<file path="src/rtl/hls_deadlock_monitor_n.sv">
// hls_deadlock_monitor_n -- deadlock monitor for one HLS dataflow region.
//
// Watches per-stream block flags and per-instance block/idle pairs. Reports
// a registered raw block flag every cycle, plus a sticky deadlock flag that
// trips once the region has been blocked for `threshold` consecutive cycles
// while armed. At the trip edge the culprit index and the full block vector
// are captured and held until clear or reset.
//
// Optional feature: define DEADLOCK_MON_TRACE_EN to add a free-running cycle
// counter and the trip_ts port (counter value captured at the trip edge).
//
// Ports
//   clock, reset        rising-edge clock, synchronous active-high reset
//   axis_block_sigs     [N_AXIS]  per-stream block flags
//   inst_idle_sigs      [N_INST]  per-instance idle flags
//   inst_block_sigs     [N_INST]  per-instance block flags
//   enable              arm detection
//   clear               drop sticky state, restart detection
//   threshold           consecutive blocked cycles to trip (0 acts as 1)
//   block               raw block, one cycle late
//   deadlock            sticky trip flag
//   first_idx           lowest blocked index at trip (inst i -> N_AXIS+i)
//   blocked_mask        block vector snapshot at trip
//   stall_cnt           consecutive blocked cycles, saturating
//   trip_ts             cycle stamp of trip (DEADLOCK_MON_TRACE_EN only)

// Per-instance lane: an idle instance is never considered blocked.
module hls_dlm_inst_lane (
  input  logic inst_block,
  input  logic inst_idle,
  output logic blocked
);
  assign blocked = inst_block & ~inst_idle;
endmodule

module hls_deadlock_monitor_n #(
  parameter int N_AXIS   = 3,
  parameter int N_INST   = 2,
  parameter int THRESH_W = 16,
  parameter int TS_W     = 32,
  localparam int N_VEC   = N_AXIS + N_INST,
  localparam int IDX_W   = (N_VEC <= 1) ? 1 : $clog2(N_VEC)
) (
  input  logic                clock,
  input  logic                reset,
  input  logic [N_AXIS-1:0]   axis_block_sigs,
  input  logic [N_INST-1:0]   inst_idle_sigs,
  input  logic [N_INST-1:0]   inst_block_sigs,
  input  logic                enable,
  input  logic                clear,
  input  logic [THRESH_W-1:0] threshold,
  output logic                block,
  output logic                deadlock,
  output logic [IDX_W-1:0]    first_idx,
  output logic [N_VEC-1:0]    blocked_mask,
  output logic [THRESH_W-1:0] stall_cnt
`ifdef DEADLOCK_MON_TRACE_EN
  ,
  output logic [TS_W-1:0]     trip_ts
`endif
);

  typedef enum logic [1:0] {S_IDLE, S_COUNT, S_TRIPPED} state_t;

  localparam logic [THRESH_W-1:0] CNT_ONE = 1;
  localparam logic [THRESH_W-1:0] CNT_MAX = '1;

  state_t              state;
  logic [N_INST-1:0]   inst_eff;
  logic [N_VEC-1:0]    vec;
  logic                raw;
  logic [THRESH_W-1:0] thr_eff;
  logic [THRESH_W-1:0] cnt_inc;
  logic [IDX_W-1:0]    low_idx;
  logic                trip_now;

  for (genvar i = 0; i < N_INST; i++) begin : g_lane
    hls_dlm_inst_lane u_lane (
      .inst_block (inst_block_sigs[i]),
      .inst_idle  (inst_idle_sigs[i]),
      .blocked    (inst_eff[i])
    );
  end

  assign vec     = {inst_eff, axis_block_sigs};
  assign raw     = |vec;
  assign thr_eff = (threshold == '0) ? CNT_ONE : threshold;
  // Cannot overflow in COUNT: stall_cnt < thr_eff <= all-ones there.
  assign cnt_inc = stall_cnt + CNT_ONE;

  // Lowest set bit; scanning downward lets the lowest index win.
  always_comb begin
    low_idx = '0;
    for (int i = N_VEC - 1; i >= 0; i--)
      if (vec[i]) low_idx = IDX_W'(i);
  end

  always_comb begin
    trip_now = 1'b0;
    if (!clear && enable && raw) begin
      if (state == S_IDLE)  trip_now = (thr_eff == CNT_ONE);
      if (state == S_COUNT) trip_now = (cnt_inc >= thr_eff);
    end
  end

`ifdef DEADLOCK_MON_TRACE_EN
  logic [TS_W-1:0] ts_cnt;

  // Free-running stamp; not affected by clear.
  always_ff @(posedge clock) begin
    if (reset) ts_cnt <= '0;
    else       ts_cnt <= ts_cnt + 1'b1;
  end

  always_ff @(posedge clock) begin
    if (reset || clear) trip_ts <= '0;
    else if (trip_now)  trip_ts <= ts_cnt;
  end
`endif

  always_ff @(posedge clock) begin
    if (reset) begin
      state        <= S_IDLE;
      block        <= 1'b0;
      deadlock     <= 1'b0;
      first_idx    <= '0;
      blocked_mask <= '0;
      stall_cnt    <= '0;
    end else begin
      block <= raw;
      if (clear) begin
        // raw on the clear cycle is deliberately not counted.
        state        <= S_IDLE;
        deadlock     <= 1'b0;
        first_idx    <= '0;
        blocked_mask <= '0;
        stall_cnt    <= '0;
      end else begin
        if (trip_now) begin
          deadlock     <= 1'b1;
          blocked_mask <= vec;
          first_idx    <= low_idx;
        end
        case (state)
          S_IDLE: begin
            if (enable && raw) begin
              stall_cnt <= CNT_ONE;
              state     <= trip_now ? S_TRIPPED : S_COUNT;
            end else begin
              stall_cnt <= '0;
            end
          end
          S_COUNT: begin
            if (!raw || !enable) begin
              stall_cnt <= '0;
              state     <= S_IDLE;
            end else begin
              stall_cnt <= cnt_inc;
              if (trip_now) state <= S_TRIPPED;
            end
          end
          S_TRIPPED: begin
            // Sticky until clear; enable is ignored here.
            if (!raw)                  stall_cnt <= '0;
            else if (stall_cnt != CNT_MAX) stall_cnt <= cnt_inc;
          end
          default: state <= S_IDLE;
        endcase
      end
    end
  end

endmodule
</file>
<file path="config.mk">
export PLATFORM = sky130hd
export DESIGN_NAME = hls_deadlock_monitor_n
export DESIGN_NICKNAME = d
export VERILOG_FILES = /design/src/rtl/hls_deadlock_monitor_n.sv
export SDC_FILE = /design/constraint.sdc
export NUM_CORES = 1
export LEC_CHECK = 0
export ABC_AREA = 0
export CAP_MARGIN = 0
export CORE_MARGIN = 2
export CORE_UTILIZATION = 53
export CTS_CLUSTER_SIZE = 14
export DETAILED_ROUTE_END_ITERATION = 12
export PLACE_DENSITY = 0.86
export SETUP_SLACK_MARGIN = 0.3
export SLEW_MARGIN = 40
export SYNTH_ARGS = -nofsm -noshare
export SYNTH_HDL_FRONTEND = slang
export SYNTH_SLANG_ARGS = --single-unit
</file>
<file path="constraint.sdc">
create_clock -name clock -period 8.6 [get_ports clock]
set_input_delay 0.86 -clock clock [delete_from_list [all_inputs] [get_ports clock]]
set_output_delay 0.86 -clock clock [all_outputs]
set_load 0.02 [all_outputs]
</file>
==> impl_metrics.py, run 1 <==
metrics = {
    "logic_synthesis": {
        "synth_fp_nets": 300,
        "synth_edf_count": 0,
        "seq_area_frac_synth_pct": 27.5,
        "synth_area_um2": 2040,
        "synth_top_cell_area_share_pct": 27.5,
        "yosys.area.top_type": "dfxtp_1",
        "syn_avg_cell_area_um2": 8.07,
        "netlist_instances": 253,
        "ys_warn_count": 0,
        "async_reset_ff_share_pct": 0,
        "yosysUniqueCellTypes": 50,
        "yosys-top-cells-area": "dfxtp_1, ha_1, nand2_1",
        "synth_ff_type": "dfxtp_1",
        "ys_ff_latch": 28,
    },
    "clock_tree": {
        "htree_num_levels": 1,
        "root_buffer": "clkbuf_8",
        "cts-resized-gates": 0,
        "cts_buffers": 3,
        "clk_path_buf_depth": 2,
        "clk_pin_slew_worst_paths_ns": 0.10,
        "clock_latency_ns": 0.28,
        "cts_tree": "built",
        "post_cts_buffers": 0,
        "cts_num_sinks": 28,
        "ctsHoldBuffers": 0,
    },
    "route": {
        "route.detailed.drc": 0,
        "vias": 2155,
        "wl_per_cell_um": 15.4,
        "drt_pass1_iterations": 5,
        "via_per_inst": 6.14,
        "drt_iter0_drc": 198,
        "wl_um": 5400,
        "drtAntennaViolNets": 0,
    },
    "power": {
        "p_comb_share_pct": 15.1,
        "seqPwrFrac_pct": 47.1,
        "switching_share_pct": 23.4,
        "p_int_mw": 0.214,
        "ir_worst_vdd_v": 0.0000703,
        "powerDensity_nw_per_um2": 105,
        "power.switching_mw": 0.0655,
        "leakage_nw": 1.03,
        "clockPowerShare_pct": 37.8,
    },
    "setup_path": {
        "cp_num_buf_inv": 0,
        "cp-startpoint": "stall_cnt[2]$_SDFFE_PP0P_",
        "rr_startpoint": "stall_cnt[2]$_SDFFE_PP0P_",
        "critical_path_class": "register to register",
        "crit_path_start_kind": "register",
        "cp_cell_sequence": "and4_1, nand4_1, o31a_1, or2_2, ha_1, o21ai_0, o21ai_0, a31oi_1, a211oi_2, a221oi_1",
        "slowest_delay_ns": 0.62,
        "critical_path.slowest_cell": "a211oi_2",
        "worstSetupEndpointType": "register",
        "critPathRequiredTime_ns": 8.73,
        "cp_max_fo": 8,
        "cp_common_cell": "o21ai_0",
        "arrival_ns": 3.53,
        "reg2regPathDepth": 10,
        "r2r_setup_slack_ns": 5.21,
        "crit_family": "compound AO/OA/AOI/OAI gates",
        "r2r_end": "state[0]$_SDFFE_PP0P_",
    },
    "timing": {
        "rsz0062_at_grt": "no",
        "slew_headroom_pct": 51.7,
        "finClkSkew_ns": 0.00406,
        "fin_crit_ns": 3.39,
        "hold_ws_ns": 0.468,
        "slew_violations": 0,
        "setup_slack_ns": 5.21,
        "worstMarginPinSlew_ns": 0.721,
        "min_period_over_period_pct": 39.5,
        "setup_violations": 0,
        "final.setup.tns_ns": 0,
        "fmax_mhz": 295,
        "hold_viol": 0,
    },
    "layout": {
        "multi_input_area_um2": 1370,
        "finalNetCount": 351,
        "syn_to_final_growth_pct": 30.7,
        "layout.area.seq_um2": 561,
        "final_cell_mix": "clkdlybuf4s50_1, dfxtp_1, nand2_1",
        "diodes": 0,
        "drive_gt1_share_pct": 4.29,
        "fillCellCount": 296,
        "final_cells": 351,
        "final_common_cell": "clkdlybuf4s50_1",
    },
    "die": {
        "dieArea_um2": 4370,
        "core.rowCount": 22,
        "die_w_um": 66.1,
        "initial_core_util_pct": 55.4,
        "die_h_um": 66.1,
        "coreArea_um2": 3690,
        "ios": 53,
    },
    "place": {
        "dp_hpwl_um": 4130,
        "dp.cells": 347,
        "port_buffers": 52,
        "dp_worst_setup_slack_ns": 5.14,
        "place_congestion": 0.859,
    },
    "global_route": {
        "grt_pass1_vias": 1984,
        "grtUsageTotal_pct": 25.5,
        "overflow": 0,
        "grt_pass1_wl_um": 8830,
        "antenna_found_initial": 0,
        "grt_max_degree": 22,
    },
    "job": {
        "maxCapViolCount": 0,
    },
    "hold_path": {
        "hold_start": "blocked_mask[3]$_SDFFE_PP0P_",
        "hold_path.class": "register to register",
        "hold_path_end": "blocked_mask[3]$_SDFFE_PP0P_",
        "min_delay_path_depth": 2,
    },
    "outcome": {
        "status": "finished clean",
    },
}
worst max path at each step:
stage,to,slack (ns),depth (start not counted)
global route,state[0]$_SDFFE_PP0P_,5.04,10
CTS,state[0]$_SDFFE_PP0P_,5.24,10
finish,state[0]$_SDFFE_PP0P_,5.21,10
detailed placement,first_idx[0]$_SDFFE_PP0P_,5.14,10
floorplan,state[0]$_SDFFE_PP0P_,5.50,10
global placement,first_idx[0]$_SDFFE_PP0P_,5.18,10
power by group through the flow:
stage,Clock [mW],Sequential [mW],Combinational [mW]
after floorplan,0,0.135,0.0203
after global placement,0,0.135,0.0411
after detailed placement,0,0.135,0.0417
after CTS,0.107,0.132,0.0419
after global routing,0.112,0.132,0.0463
final,0.106,0.132,0.0421
Yosys cell counts, drive strengths merged, types with 2 or more instances:
cell / n
nand4: 4
nor3: 11
or4: 4
xnor2: 7
inv: 22
nor2b: 4
ha: 20
a21oi: 13
a211oi: 2
nand2b: 3
dfxtp: 28
and4: 3
o41ai: 2
mux2i: 7
nor4: 7
buf: 2
and2: 4
nor3b: 2
o21ai: 14
nand3: 12
or2: 3
clkbuf: 5
a221oi: 3
and3: 2
a41oi: 2
a31oi: 3
xor2: 6
o32ai: 3
nand2: 25
or3: 4
nor2: 10
a22oi: 3
o22ai: 2
registers in the layout, summed over array words and instances, names as in the netlist:
name          count
stall_cnt        16
blocked_mask      5
first_idx         3
state             2
block             1
deadlock          1
layout make-up:
| class | count | share of cell area (%) |
|---|---|---|
| Multi-Input combinational cell | 196 | 51.2 |
| Sequential cell | 28 | 21.0 |
| Timing Repair Buffer | 53 | 19.8 |
| Inverter | 22 | 3.09 |
| Tap cell | 48 | 2.25 |
| Clock buffer | 3 | 1.55 |
| Clock inverter | 1 | 1.13 |
per-stage QoR:
stage / util [%] / power [mW] / area, um2
floorplan: - / 0.156 / 2040
global placement: 70.4 / 0.176 / 2590
detailed placement: 70.4 / 0.176 / 2600
CTS: 72.4 / 0.280 / 2670
global route: 72.4 / 0.290 / 2670
finish: 72.4 / 0.279 / 2670
layer usage:
metal,part of all wire [%],up-vias,track usage [%]
li1,-,1033,-
met1,42,987,30.6
met2,48,111,44.8
met3,6.6,24,3.58
met4,3.5,0,11.7
met5,0,-,0
worst min-delay path, cell delays in order (launching register included):
cell and delay, ns:
dfxtp_1 0.33, nand2_1 0.05, mux2i_1 0.05
logic make-up (layout without fill, tap and decap cells):
group	Yosys count	count (layout)	share of synthesized area [%]
and+or+nand+nor	100	100	26.5
AOI/OAI and AO/OA	55	55	18.4
buffers and inverters	29	79	5.76
DFF	28	28	27.5
adders and majority gates	20	20	12.3
xor gates and xnor gates	13	13	5.58
muxes	8	8	3.98
Note: power is estimated with default switching activity, not from simulation.
==> run 2: changes to the inputs <==
Settings changed: CORE_UTILIZATION 53 to 49, PLACE_DENSITY 0.86 to 0.8.
Clock period 8.6 ns to 3.39 ns, I/O delays scaled along.
==> run 2 against run 1 <==
Against the previous run:
- largest power group unchanged
- clock power increased to 2.5 times the previous value
- core utilization decreased by 3.1 points
- power increased to 2.6 times the previous value
- combinational power increased to 2.7 times the previous value
- global-route usage decreased by 0.84 points
- highest routed layer unchanged
- fmax increased by 12%
- sequential share of layout area decreased by 0.40 points
==> impl_metrics.py, run 2 (synthesis results as in run 1) <==
metrics = {
    "timing": {
        "slew_headroom_pct": 55.7,
        "final.setup.tns_ns": 0,
        "min_period_over_period_pct": 89.1,
        "finClkSkew_ns": 0.00810,
        "fin_crit_ns": 3.02,
        "worstMarginPinSlew_ns": 0.656,
        "setup_slack_ns": 0.371,
        "fmax_mhz": 331,
        "setup_violations": 0,
        "hold_viol": 0,
        "rsz0062_at_grt": "no",
        "slew_violations": 0,
    },
    "setup_path": {
        "reg2regPathDepth": 10,
        "critical_path.slowest_cell": "dfxtp_2",
        "r2r_end": "first_idx[0]$_SDFFE_PP0P_",
        "crit_family": "compound AO/OA/AOI/OAI gates",
        "worstSetupEndpointType": "register",
        "cp.depth": 10,
        "cp_num_buf_inv": 0,
        "cp_max_fo": 7,
        "rr_startpoint": "stall_cnt[3]$_SDFFE_PP0P_",
        "r2r_setup_slack_ns": 0.37,
        "crit_path_start_kind": "register",
        "critPathRequiredTime_ns": 3.57,
        "slowest_delay_ns": 0.40,
        "cp_cell_sequence": "and4_2, nand4_1, o31a_1, or2_2, ha_1, o21ai_0, o21ai_2, a31oi_2, a211o_1, mux2_1",
        "critical_path_class": "register to register",
        "arrival_ns": 3.20,
    },
    "clock_tree": {
        "ctsHoldBuffers": 0,
        "root_buffer": "clkbuf_8",
        "clock_latency_ns": 0.28,
        "clk_path_buf_depth": 2,
        "cts_buffers": 3,
        "clk_pin_slew_worst_paths_ns": 0.10,
        "cts_num_sinks": 28,
        "htree_num_levels": 1,
        "cts_tree": "built",
    },
    "global_route": {
        "grt_pass1_wl_um": 8830,
        "grt_pass1_vias": 1913,
        "overflow": 0,
        "grt_max_degree": 22,
        "antenna_found_initial": 0,
        "grtUsageTotal_pct": 24.7,
    },
    "die": {
        "initial_core_util_pct": 51.0,
        "die_h_um": 68.6,
        "core.rowCount": 23,
        "dieArea_um2": 4700,
        "ios": 53,
        "die_w_um": 68.6,
        "coreArea_um2": 4000,
    },
    "layout": {
        "largest_reg_flops": 16,
        "diodes": 0,
        "drive_gt1_share_pct": 10.6,
        "final_cells": 360,
        "final_common_cell": "clkdlybuf4s50_1",
        "fillCellCount": 333,
        "finalNetCount": 358,
        "largest-register": "stall_cnt",
        "syn_to_final_growth_pct": 35.6,
        "final_cell_mix": "clkdlybuf4s50_1, nand2_1, inv_1, dfxtp_1, ha_1",
        "reg_top3": "stall_cnt x16, blocked_mask x5, first_idx x3",
    },
    "power": {
        "powerDensity_nw_per_um2": 259,
        "total_power_mw": 0.716,
        "ir_worst_vdd_v": 0.000339,
        "leakage_nw": 1.07,
    },
    "route": {
        "wl_met3_um": 358,
        "met2_length_um": 2600,
        "wl_per_cell_um": 15.2,
        "route.detailed.drc": 0,
        "drt_pass1_iterations": 4,
        "top_layer": "met4",
        "drtAntennaViolNets": 0,
        "via_per_inst": 5.78,
        "wl_um": 5470,
        "drt_iter0_drc": 148,
        "drt-met1-wl_um": 2460,
        "vias": 2082,
    },
    "place": {
        "dp_hpwl_um": 4190,
        "port_buffers": 52,
        "place_congestion": 0.915,
        "dp_worst_setup_slack_ns": 0.172,
        "dp.cells": 354,
    },
    "hold_path": {
        "hold_start": "blocked_mask[1]$_SDFFE_PP0P_",
        "hold_path.class": "register to register",
        "min_delay_path_depth": 2,
        "hold_path_end": "blocked_mask[1]$_SDFFE_PP0P_",
    },
    "outcome": {
        "status": "finished clean",
    },
    "job": {
        "maxCapViolCount": 0,
    },
}
-- run 2: changes by cell type in the layout (fill, tap and decap cells not counted), moves of 2 or more --
cell     delta
o21ai_0     -2
dfxtp_1     -6
buf_4       +7
dfxtp_2     +5
-- run 2: metal layers --
layer | GRT usage (%) | vias up
li1 | - | 1046
met1 | 33.2 | 960
met2 | 42.1 | 72
met3 | 3.08 | 4
met4 | 5.50 | 0
met5 | 0 | -
-- run 2: metrics by stage --
step	util, %	cell area [um2]	hold WS, ns
6_report	69.2	2770	0.467
5_1_grt	69.2	2770	0.494
4_1_cts	68.0	2720	0.468
3_5_place_dp	65.9	2640	0.449
3_3_place_gp	65.9	2640	0.446
2_1_floorplan	-	2040	0.411
-- run 2: how the worst max path moves through the flow --
stage / start / to / slack, ns
3_5_place_dp: stall_cnt[0]$_SDFFE_PP0P_ / first_idx[0]$_SDFFE_PP0P_ / 0.17
4_1_cts: stall_cnt[3]$_SDFFE_PP0P_ / first_idx[0]$_SDFFE_PP0P_ / 0.31
2_1_floorplan: stall_cnt[2]$_SDFFE_PP0P_ / state[0]$_SDFFE_PP0P_ / 0.32
3_3_place_gp: stall_cnt[0]$_SDFFE_PP0P_ / first_idx[0]$_SDFFE_PP0P_ / 0.26
5_1_grt: stall_cnt[0]$_SDFFE_PP0P_ / state[0]$_SDFFE_PP0P_ / 0.27
6_report: stall_cnt[3]$_SDFFE_PP0P_ / first_idx[0]$_SDFFE_PP0P_ / 0.37
-- run 2: repair_timing --
| action | in CTS | in global routing |
|---|---|---|
| buffers inserted | 0 | 2 |
| pin swaps | 0 | 2 |
| setup endpoints to repair | 6 | 7 |
| endpoints found under the hold margin | 0 | 0 |
| gates resized for setup | 5 | 12 |
-- run 2: layout make-up --
class | count | area, um2 | area share (%)
Clock buffer | 3 | 41.3 | 1.49
Clock inverter | 1 | 30.0 | 1.08
Inverter | 22 | 82.6 | 2.98
Multi-Input combinational cell | 196 | 1400 | 50.6
Sequential cell | 28 | 571 | 20.6
Tap cell | 50 | 62.6 | 2.26
Timing Repair Buffer | 60 | 581 | 21.0
-- run 2: worst min-delay path, stage by stage, from the launching register on --
cell,delay [ns]
dfxtp_1,0.33
nand2_1,0.05
mux2i_1,0.05
-- run 2: where the power goes --
part | internal (mW) | switching (mW) | total, mW
logic | 0.0559 | 0.0569 | 0.113
registers | 0.331 | 0.00256 | 0.334
clock network | 0.158 | 0.112 | 0.270
==> run 3: changes to the inputs <==
Clock period 3.39 ns to 2.8 ns, I/O delays scaled along.
==> run 3 against run 2 <==
Against the previous run:
- final cell count increased by 7.2%
- clock skew is 0.0029 ns lower
- critical path depth did not move
- worst setup slack worse by 0.26 ns
- register-to-register slack lost 0.26 ns
- critical path type unchanged
- wire length up 24%
- global-route usage grew 5.4 points
- die area stayed put
- sequential power grew 20%
==> impl_metrics.py, run 3 (synthesis results as in run 1) <==
metrics = {
    "setup_path": {
        "critPathRequiredTime_ns": 2.98,
        "cp_cell_sequence": "and4_4, nand4_1, nor2_1, xor2_1, ha_1, a211oi_2, o21ai_2, a41oi_2, a211o_1, mux2_4",
        "arrival_ns": 2.87,
        "critical_path_class": "register to register",
        "slowest_delay_ns": 0.38,
        "cp_max_fo": 4,
        "crit_path_start_kind": "register",
        "critical_path.slowest_cell": "dfxtp_4",
        "worstSetupEndpointType": "register",
    },
    "timing": {
        "fmax_mhz": 373,
        "setup_slack_ns": 0.116,
        "rsz0062_at_grt": "yes",
        "fin_crit_ns": 2.68,
        "min_period_over_period_pct": 95.9,
        "worstMarginPinSlew_ns": 0.705,
        "slew_headroom_pct": 52.6,
        "slew_violations": 0,
        "finClkSkew_ns": 0.00521,
        "hold_viol": 0,
        "setup_violations": 0,
    },
    "die": {
        "coreArea_um2": 4000,
        "initial_core_util_pct": 51.0,
        "dieArea_um2": 4700,
        "ios": 53,
        "die_h_um": 68.6,
        "core.rowCount": 23,
        "die_w_um": 68.6,
    },
    "power": {
        "leakage_nw": 1.26,
        "ir_worst_vdd_v": 0.000280,
        "total_power_mw": 0.892,
        "powerDensity_nw_per_um2": 278,
    },
    "route": {
        "drt_pass1_iterations": 6,
        "via_per_inst": 6.16,
        "route.detailed.drc": 0,
        "wl_per_cell_um": 17.5,
        "wl_um": 6750,
        "drt_iter0_drc": 165,
        "vias": 2379,
        "drtAntennaViolNets": 0,
    },
    "layout": {
        "final_cell_mix": "clkdlybuf4s50_1, buf_4, nand2_1",
        "final_cells": 386,
        "layout.area.seq_um2": 584,
        "largest_reg_flops": 16,
        "final_util_pct": 80.2,
        "diodes": 0,
        "reg_top3": "stall_cnt x16, blocked_mask x5, first_idx x3",
        "syn_to_final_growth_pct": 57.0,
        "finalNetCount": 384,
        "drive_gt1_share_pct": 26.5,
        "fillCellCount": 259,
        "final_common_cell": "clkdlybuf4s50_1",
        "largest-register": "stall_cnt",
        "multi_input_area_um2": 1620,
    },
    "global_route": {
        "overflow": 0,
        "grtUsageTotal_pct": 30.1,
        "grt_pass1_wl_um": 10600,
        "grt_pass1_vias": 2299,
        "antenna_found_initial": 0,
        "grt_max_degree": 22,
    },
    "place": {
        "dp_hpwl_um": 4650,
        "port_buffers": 52,
        "dp.cells": 371,
        "dp_worst_setup_slack_ns": -0.187,
        "place_congestion": 0.896,
    },
    "clock_tree": {
        "cts_num_sinks": 28,
        "clk_pin_slew_worst_paths_ns": 0.10,
        "root_buffer": "clkbuf_8",
        "ctsHoldBuffers": 0,
        "cts_tree": "built",
        "cts_buffers": 3,
        "htree_num_levels": 1,
        "clk_path_buf_depth": 2,
        "clock_latency_ns": 0.29,
    },
    "hold_path": {
        "hold_path.class": "register to register",
    },
    "outcome": {
        "status": "finished clean",
    },
    "job": {
        "maxCapViolCount": 0,
    },
}
[run 3: final timing paths]
kind / endpoint / cells past startpoint / slack [ns] / from
max: first_idx[0]$_SDFFE_PP0P_ / 10 / 0.12 / stall_cnt[0]$_SDFFE_PP0P_
min reg2reg: blocked_mask[1]$_SDFFE_PP0P_ / 2 / 0.47 / blocked_mask[1]$_SDFFE_PP0P_
max reg2reg: first_idx[0]$_SDFFE_PP0P_ / 10 / 0.12 / stall_cnt[0]$_SDFFE_PP0P_
min: blocked_mask[1]$_SDFFE_PP0P_ / 2 / 0.47 / blocked_mask[1]$_SDFFE_PP0P_
[run 3: per-layer routing]
metal  part of all wire, %  wire, um  up-vias  track usage (%)
li1                      -         -     1101                -
met1                    39      2650     1124             34.5
met2                    49      3300      123             52.9
met3                   7.0       472       31             6.33
met4                   4.9       329        0             14.5
met5                     0         0        -                0
[run 3: worst max-delay path, delay by kind of cell (launching register included)]
kind                     cells  cell delay [ns]
flip-flops                   1             0.38
AO/OA/AOI/OAI                4             0.80
adder cells (fa/ha/maj)      1             0.29
XOR/XNOR                     1             0.22
multiplexers                 1             0.30
AND/OR/NAND/NOR              3             0.60
[run 3: where the power goes]
group          internal [mW]  total (mW)  switching [mW]
sequential             0.398       0.401         0.00280
clock                  0.192       0.332           0.140
combinational         0.0789       0.159          0.0804
total                  0.669       0.892           0.223
[run 3: final cells by class]
| cell class | count | area share [%] |
|---|---|---|
| multi-input cells | 196 | 50.5 |
| repair buffers | 86 | 24.5 |
| flip-flops and latches | 28 | 18.2 |
| inverters | 22 | 2.58 |
| well taps | 50 | 1.95 |
| clock buffers | 3 | 1.29 |
| clock inverters | 1 | 0.936 |
[run 3: timing repair]
action	CTS	global route
endpoints found under the setup margin	11	12
pin swaps	14	4
buffers inserted	8	3
resized for setup	30	7
[run 3: metrics by stage]
stage / TNS (ns) / hold WS (ns) / cell area (um2)
finish: 0 / 0.468 / 3210
detailed placement: -1.23 / 0.454 / 2850
global placement: -0.510 / 0.446 / 2850
CTS: 0 / 0.473 / 3150
floorplan: 0 / 0.352 / 2130
global route: 0 / 0.494 / 3210
